<file path="src/rtl/cmd_frame_receiver_if.sv">
// Command-frame receiver bundle: one-wire line and enable towards the receiver, frame and status back.
// master = line driver / host side, slave = receiver.
interface cmd_frame_receiver_if #(
    parameter int FRAME_BITS = 8
);
    logic                  bus;
    logic                  en_cmd_recieve;
    logic [FRAME_BITS-1:0] frame;
    logic                  done_recieving;
    logic                  busy;
    logic                  timeout_err;
    logic                  parity_err;

    modport master (
        output bus, en_cmd_recieve,
        input  frame, done_recieving, busy, timeout_err, parity_err
    );

    modport slave (
        input  bus, en_cmd_recieve,
        output frame, done_recieving, busy, timeout_err, parity_err
    );
endinterface

</file>
<file path="src/rtl/cmd_frame_receiver.sv">
// Purpose: one-wire slot-coded frame receiver (LSB first); CMD_RX_PARITY_EN adds a trailing odd-parity slot.
// Latency: done_recieving N*BIT_PERIOD+3 clk after the first bus fall (2 sync + edge detect + DONE register).
// Backpressure: none; the line cannot be stalled, so frames are published in a one-cycle DONE pulse.
module cmd_frame_receiver #(
    parameter int FRAME_BITS    = 8,
    parameter int BIT_PERIOD    = 71,
    parameter int SAMPLE_OFFSET = 30,
    parameter int TIMEOUT       = 1000
) (
    input logic                 clk,
    input logic                 rst_n,
    cmd_frame_receiver_if.slave rx
);
`ifdef CMD_RX_PARITY_EN
    localparam int NSLOTS = FRAME_BITS + 1;
`else
    localparam int NSLOTS = FRAME_BITS;
`endif
    localparam int SCW = $clog2(BIT_PERIOD);
    localparam int BCW = $clog2(NSLOTS + 1);
    localparam int ICW = $clog2(TIMEOUT);

    localparam logic [SCW-1:0] SAMPLE_AT = SCW'(SAMPLE_OFFSET);
    localparam logic [SCW-1:0] SLOT_LAST = SCW'(BIT_PERIOD - 1);
    localparam logic [BCW-1:0] BIT_LAST  = BCW'(NSLOTS - 1);
    localparam logic [ICW-1:0] IDLE_LAST = ICW'(TIMEOUT - 1);

    typedef enum logic [1:0] {IDLE, ARMED, SLOT, DONE} state_e;

    state_e             state_q, state_d;
    logic               bus_meta_q, bus_s_q, bus_prev_q;
    logic [SCW-1:0]     slot_cnt_q, slot_cnt_d;
    logic [BCW-1:0]     bit_cnt_q, bit_cnt_d;
    logic [ICW-1:0]     idle_cnt_q, idle_cnt_d;
    logic [NSLOTS-1:0]  shreg_q, shreg_d;
    logic [FRAME_BITS-1:0] frame_q, frame_d;
    logic               timeout_q, timeout_d;
    logic               restart_q, restart_d;
    logic               slot_start;
    logic               done_vld;

    assign slot_start = bus_prev_q & ~bus_s_q;
    assign done_vld   = (state_q == DONE) & rx.en_cmd_recieve;

    always_comb begin
        state_d    = state_q;
        slot_cnt_d = slot_cnt_q;
        bit_cnt_d  = bit_cnt_q;
        idle_cnt_d = idle_cnt_q;
        shreg_d    = shreg_q;
        frame_d    = frame_q;
        timeout_d  = 1'b0;
        restart_d  = 1'b0;

        unique case (state_q)
            IDLE: begin
                bit_cnt_d  = '0;
                idle_cnt_d = '0;
                state_d    = ARMED;
            end
            ARMED: begin
                if (slot_start) begin
                    state_d    = SLOT;
                    slot_cnt_d = '0;
                    idle_cnt_d = '0;
                end else if (bit_cnt_q != '0) begin
                    if (idle_cnt_q == IDLE_LAST) begin
                        timeout_d  = 1'b1;
                        bit_cnt_d  = '0;
                        idle_cnt_d = '0;
                    end else begin
                        idle_cnt_d = idle_cnt_q + ICW'(1);
                    end
                end
            end
            SLOT: begin
                slot_cnt_d = slot_cnt_q + SCW'(1);
                if (slot_cnt_q == SAMPLE_AT) begin
                    shreg_d = NSLOTS'({bus_s_q, shreg_q} >> 1);
                end
                if (slot_cnt_q == SLOT_LAST) begin
                    bit_cnt_d  = bit_cnt_q + BCW'(1);
                    idle_cnt_d = '0;
                    if (bit_cnt_q == BIT_LAST) begin
                        state_d   = DONE;
                        restart_d = slot_start;
                    end else if (slot_start) begin
                        slot_cnt_d = '0;
                    end else begin
                        state_d = ARMED;
                    end
                end
            end
            DONE: begin
                frame_d   = shreg_q[FRAME_BITS-1:0];
                bit_cnt_d = '0;
                // A back-to-back frame already started one cycle ago, so its slot is one cycle in.
                if (restart_q) begin
                    state_d    = SLOT;
                    slot_cnt_d = SCW'(1);
                end else begin
                    state_d = ARMED;
                end
            end
        endcase

        if (!rx.en_cmd_recieve) begin
            state_d    = IDLE;
            bit_cnt_d  = '0;
            idle_cnt_d = '0;
            frame_d    = frame_q;
            timeout_d  = 1'b0;
            restart_d  = 1'b0;
        end
    end

    always_ff @(posedge clk or negedge rst_n) begin
        if (!rst_n) begin
            bus_meta_q <= 1'b1;
            bus_s_q    <= 1'b1;
            bus_prev_q <= 1'b1;
            state_q    <= IDLE;
            slot_cnt_q <= '0;
            bit_cnt_q  <= '0;
            idle_cnt_q <= '0;
            shreg_q    <= '0;
            frame_q    <= '0;
            timeout_q  <= 1'b0;
            restart_q  <= 1'b0;
        end else begin
            bus_meta_q <= rx.bus;
            bus_s_q    <= bus_meta_q;
            bus_prev_q <= bus_s_q;
            state_q    <= state_d;
            slot_cnt_q <= slot_cnt_d;
            bit_cnt_q  <= bit_cnt_d;
            idle_cnt_q <= idle_cnt_d;
            shreg_q    <= shreg_d;
            frame_q    <= frame_d;
            timeout_q  <= timeout_d;
            restart_q  <= restart_d;
        end
    end

    assign rx.frame          = done_vld ? shreg_q[FRAME_BITS-1:0] : frame_q;
    assign rx.done_recieving = done_vld;
    assign rx.busy           = (state_q == SLOT) | ((state_q == ARMED) & (bit_cnt_q != '0));
    assign rx.timeout_err    = timeout_q;

`ifdef CMD_RX_PARITY_EN
    assign rx.parity_err = done_vld & ~(^shreg_q);
`else
    assign rx.parity_err = 1'b0;
`endif
endmodule
</file>
<file path="src/flat_wrapper.sv">
// flat-port wrapper written by rule: the top's interface ports become plain ports
module cmd_frame_receiver_flat 
#(
    parameter int FRAME_BITS    = 8,
    parameter int BIT_PERIOD    = 71,
    parameter int SAMPLE_OFFSET = 30,
    parameter int TIMEOUT       = 1000
)
  (clk, rst_n, rx_bus, rx_en_cmd_recieve, rx_frame, rx_done_recieving, rx_busy, rx_timeout_err, rx_parity_err);
  cmd_frame_receiver_if #(.FRAME_BITS(FRAME_BITS)) rx_i ();
  input logic clk;
  input logic rst_n;
  input wire logic [$bits(rx_i.bus)-1:0] rx_bus;
  input wire logic [$bits(rx_i.en_cmd_recieve)-1:0] rx_en_cmd_recieve;
  output wire logic [$bits(rx_i.frame)-1:0] rx_frame;
  output wire logic [$bits(rx_i.done_recieving)-1:0] rx_done_recieving;
  output wire logic [$bits(rx_i.busy)-1:0] rx_busy;
  output wire logic [$bits(rx_i.timeout_err)-1:0] rx_timeout_err;
  output wire logic [$bits(rx_i.parity_err)-1:0] rx_parity_err;
  assign rx_i.bus = rx_bus;
  assign rx_i.en_cmd_recieve = rx_en_cmd_recieve;
  assign rx_frame = rx_i.frame;
  assign rx_done_recieving = rx_i.done_recieving;
  assign rx_busy = rx_i.busy;
  assign rx_timeout_err = rx_i.timeout_err;
  assign rx_parity_err = rx_i.parity_err;
  cmd_frame_receiver #(.FRAME_BITS(FRAME_BITS), .BIT_PERIOD(BIT_PERIOD), .SAMPLE_OFFSET(SAMPLE_OFFSET), .TIMEOUT(TIMEOUT)) u_core (.clk(clk), .rst_n(rst_n), .rx(rx_i));
endmodule
</file>
<file path="config.mk">
export PLATFORM = sky130hd
export DESIGN_NAME = cmd_frame_receiver_flat
export DESIGN_NICKNAME = d
export VERILOG_FILES = /design/src/rtl/cmd_frame_receiver_if.sv /design/src/rtl/cmd_frame_receiver.sv /design/src/flat_wrapper.sv
export SDC_FILE = /design/constraint.sdc
export NUM_CORES = 1
export LEC_CHECK = 0
export CORE_MARGIN = 2
export CORE_UTILIZATION = 43
export CTS_CLUSTER_DIAMETER = 30
export DETAILED_ROUTE_END_ITERATION = 8
export PLACE_DENSITY_LB_ADDON = 0.25
export SKIP_CTS_REPAIR_TIMING = 1
export SLEW_MARGIN = 20
export SYNTH_ARGS = -nofsm -noshare
export SYNTH_HDL_FRONTEND = slang
export SYNTH_SLANG_ARGS = --single-unit
</file>
<file path="constraint.sdc">
create_clock -name clk -period 2.4 [get_ports clk]
set_input_delay 0.6 -clock clk [delete_from_list [all_inputs] [get_ports clk]]
set_output_delay 0.6 -clock clk [all_outputs]
set_load 0.01 [all_outputs]
</file>
==> impl_metrics.yaml <==
run_status:
  status: "finished, final reports clean"
synthesis:
  synth_area_leaders: "dfrtp_1, mux2_2, o21ai_0"
  async_flop_share_pct: 100
  ys_seq_area_share_pct: 51.2
  ys_seq_elements: 44
  avgSynthCellArea_um2: 10.5
  ys.flop_type: "dfrtp_1"
  synth_cells: 206
  synth.distinct_cells: 44
  synth_warnings: 0
  synth_area_leader_cell: "dfrtp_1"
  synth_edf_count: 0
  syn_nets: 215
  netlist_top_cells_count: "dfrtp_1, o21ai_0, nand2_1"
  yosysMostFrequentCell: "dfrtp_1"
  synthesis.area_mm2: 0.00216
  synth_top_area_share_pct: 47.6
job:
  cap_violations: 0
grt:
  grtUsageTotal_pct: 15.3
  grt_pass1_vias: 1447
  grt_overflow: 0
  antenna_found_initial: 0
  grt_pass1_wl_um: 6710
  grt_max_degree: 45
sta:
  fin_skew_ns: 0.00910
  finalSetupViolCount: 0
  hold_viol: 0
  rsz0062_at_grt: "false"
  fin_crit_sh_pct: 91.4
  slew_headroom_pct: 59.1
  fin_hold_ws_ns: 0.359
  fin_tns_setup_ns: 0
  finalWorstSetupSlack_ns: 0.206
  fin_crit_ns: 2.19
  max_freq_mhz: 456
  slew_viol_final: 0
  tightestPinTransition_ns: 0.607
die:
  fp-row-count: 25
  start_util_pct: 45.0
  core-area_mm2: 0.00479
  die_area_mm2: 0.00560
  io_pins: 16
  fp.dieH_um: 74.8
  die_x_um: 74.8
power:
  power.switching_mw: 0.428
  intPower_mw: 1.09
  powerDensity_mw_per_mm2: 585
  p_leak_nw: 1.29
  vdd_drop_max_mv: 0.464
  share_comb_of_total_power_pct: 18.8
  power_frac_clock_pct: 29.0
  p_sw_share_pct: 28.2
  seqPwrFrac_pct: 52.2
placed_design:
  place_ws_ns: -0.620
  port_buffers: 14
  hpwlAfterDp_um: 2750
  dpl-instance-area_mm2: 0.00246
  place_congestion: 0.793
routing:
  first_pass_iters: 4
  wl_per_cell_um: 13.2
  drt-vias-per-instance: 5.38
  via_count: 1641
  post-route-drc-count: 0
  drt_iter0_drc: 90
  ant_nets: 0
  routed_wl_um: 4030
critical_path:
  max_stage_delay_ns: 0.64
  cp_max_fo: 6
  cp-end-kind: "flip-flop"
  critPathKind: "reg2reg"
  path_cells: "nand4bb_2 -> or2_4 -> a311o_1 -> or4b_2 -> nand2_1"
  slowest_stage: "or4b_2"
  cp_data_required_time_ns: 2.63
  cp_data_arrival_time_ns: 2.42
  startpoint_type: "flip-flop"
cts:
  cts.path.max_buffers: 2
  cts_tree: "done"
  clk_pin_slew_ns: 0.09
  cts_buffers: 5
  htreeDepth: 2
  root_buffer: "clkbuf_8"
  insertion_delay_ns: 0.29
  cts.sink_count: 44
final_layout:
  stdcell_area_mm2: 0.00259
  final_util_pct: 54.1
  drive_above_1_share_pct: 23.5
  nFillCells: 416
  n_antenna_cell: 0
  regArea_mm2: 0.00110
  multi_input_area_um2: 1000
  area_growth_pct: 20.2
  final_nets: 247
hold_path:
  hold_class: "in2async"
[flip-flops by register name (all words and copies together) (netlist names)]
signal,count
u_core.bit_cnt_q,4
u_core.state_q,2
u_core.idle_cnt_q,10
u_core.frame_q,8
u_core.bus_s_q,1
u_core.bus_prev_q,1
u_core.slot_cnt_q,7
u_core.restart_q,1
u_core.shreg_q,8
u_core.bus_meta_q,1
u_core.rx.timeout_err,1
[kinds of logic after synthesis]
| kind of cell | count (synthesis) | share of synthesized area (%) |
|---|---|---|
| buf+inv | 17 | 3.60 |
| flops | 44 | 51.2 |
| mux | 17 | 8.82 |
| fa+ha+maj | 5 | 2.90 |
| simple gates | 70 | 18.7 |
| other cells | 1 | 0.174 |
| compound gates | 52 | 14.6 |
[layer usage]
layer	vias to the layer above	GRT usage, %	share of wire [%]
met5	-	0	0
met4	0	4.76	0.89
met3	4	3.61	3.3
met2	26	22.7	45
met1	798	22.5	51
li1	813	-	-
[final timing paths]
path | end | startpoint | cells past startpoint | slack [ns]
max in group asynchronous | u_core.bus_prev_q$_DFF_PN1_ | rst_n | 2 | 1.66
min | u_core.slot_cnt_q[6]$_DFFE_PN0P_ | rst_n | 2 | 0.36
min reg2reg | u_core.bus_s_q$_DFF_PN1_ | u_core.bus_meta_q$_DFF_PN1_ | 0 | 0.36
min in group clk | u_core.bus_s_q$_DFF_PN1_ | u_core.bus_meta_q$_DFF_PN1_ | 0 | 0.36
max reg2reg | u_core.idle_cnt_q[2]$_DFFE_PN0P_ | u_core.slot_cnt_q[3]$_DFFE_PN0P_ | 5 | 0.21
max | u_core.idle_cnt_q[2]$_DFFE_PN0P_ | u_core.slot_cnt_q[3]$_DFFE_PN0P_ | 5 | 0.21
[layout by cell type (no fill, tap or decap), types with 2 or more instances in the layout]
master	synthesis	final
a21oi_1	5	5
a31oi_1	3	3
and3_1	3	2
and3_4	0	2
buf_4	1	18
clkbuf_8	0	5
clkdlybuf4s50_1	0	3
dfrtp_1	41	41
dfstp_2	3	3
dlymetal6s2s_1	0	9
ha_1	5	5
inv_1	9	9
mux2_2	16	16
nand2_1	17	17
nand2b_1	3	3
nand3_1	12	12
nand4_1	4	4
nor2_1	7	7
nor2b_1	4	4
nor3_1	5	5
nor3b_1	4	3
o21ai_0	29	29
o22ai_1	2	2
o31ai_1	6	6
[worst max-delay path: cells and delay by family, from the launching register on]
family             cells  cell delay [ns]
and+or+nand+nor        4             1.30
AOI/OAI and AO/OA      1             0.40
DFF                    1             0.44
[power by group through the flow]
stage	clock network (mW)	registers, mW	logic, mW
after global routing	0.477	0.797	0.322
after CTS	0.457	0.788	0.284
after floorplan	0	0.816	0.147
final	0.440	0.791	0.284
after detailed placement	0	0.803	0.283
after global placement	0	0.803	0.278
[through the flow]
| step | power, mW | cells |
|---|---|---|
| 2_1_floorplan | 0.963 | 206 |
| 3_3_place_gp | 1.08 | 296 |
| 3_5_place_dp | 1.09 | 296 |
| 4_1_cts | 1.53 | 303 |
| 5_1_grt | 1.60 | 305 |
| 6_report | 1.52 | 305 |
[final cells by class]
cell class | count | area share [%]
Timing Repair Buffer | 32 | 11.1
Multi-Input combinational cell | 146 | 38.6
Inverter | 9 | 1.30
Clock inverter | 2 | 0.483
Clock buffer | 5 | 2.66
Sequential cell | 44 | 42.6
Tap cell | 67 | 3.24
Note: power is estimated with default switching activity, not from simulation.
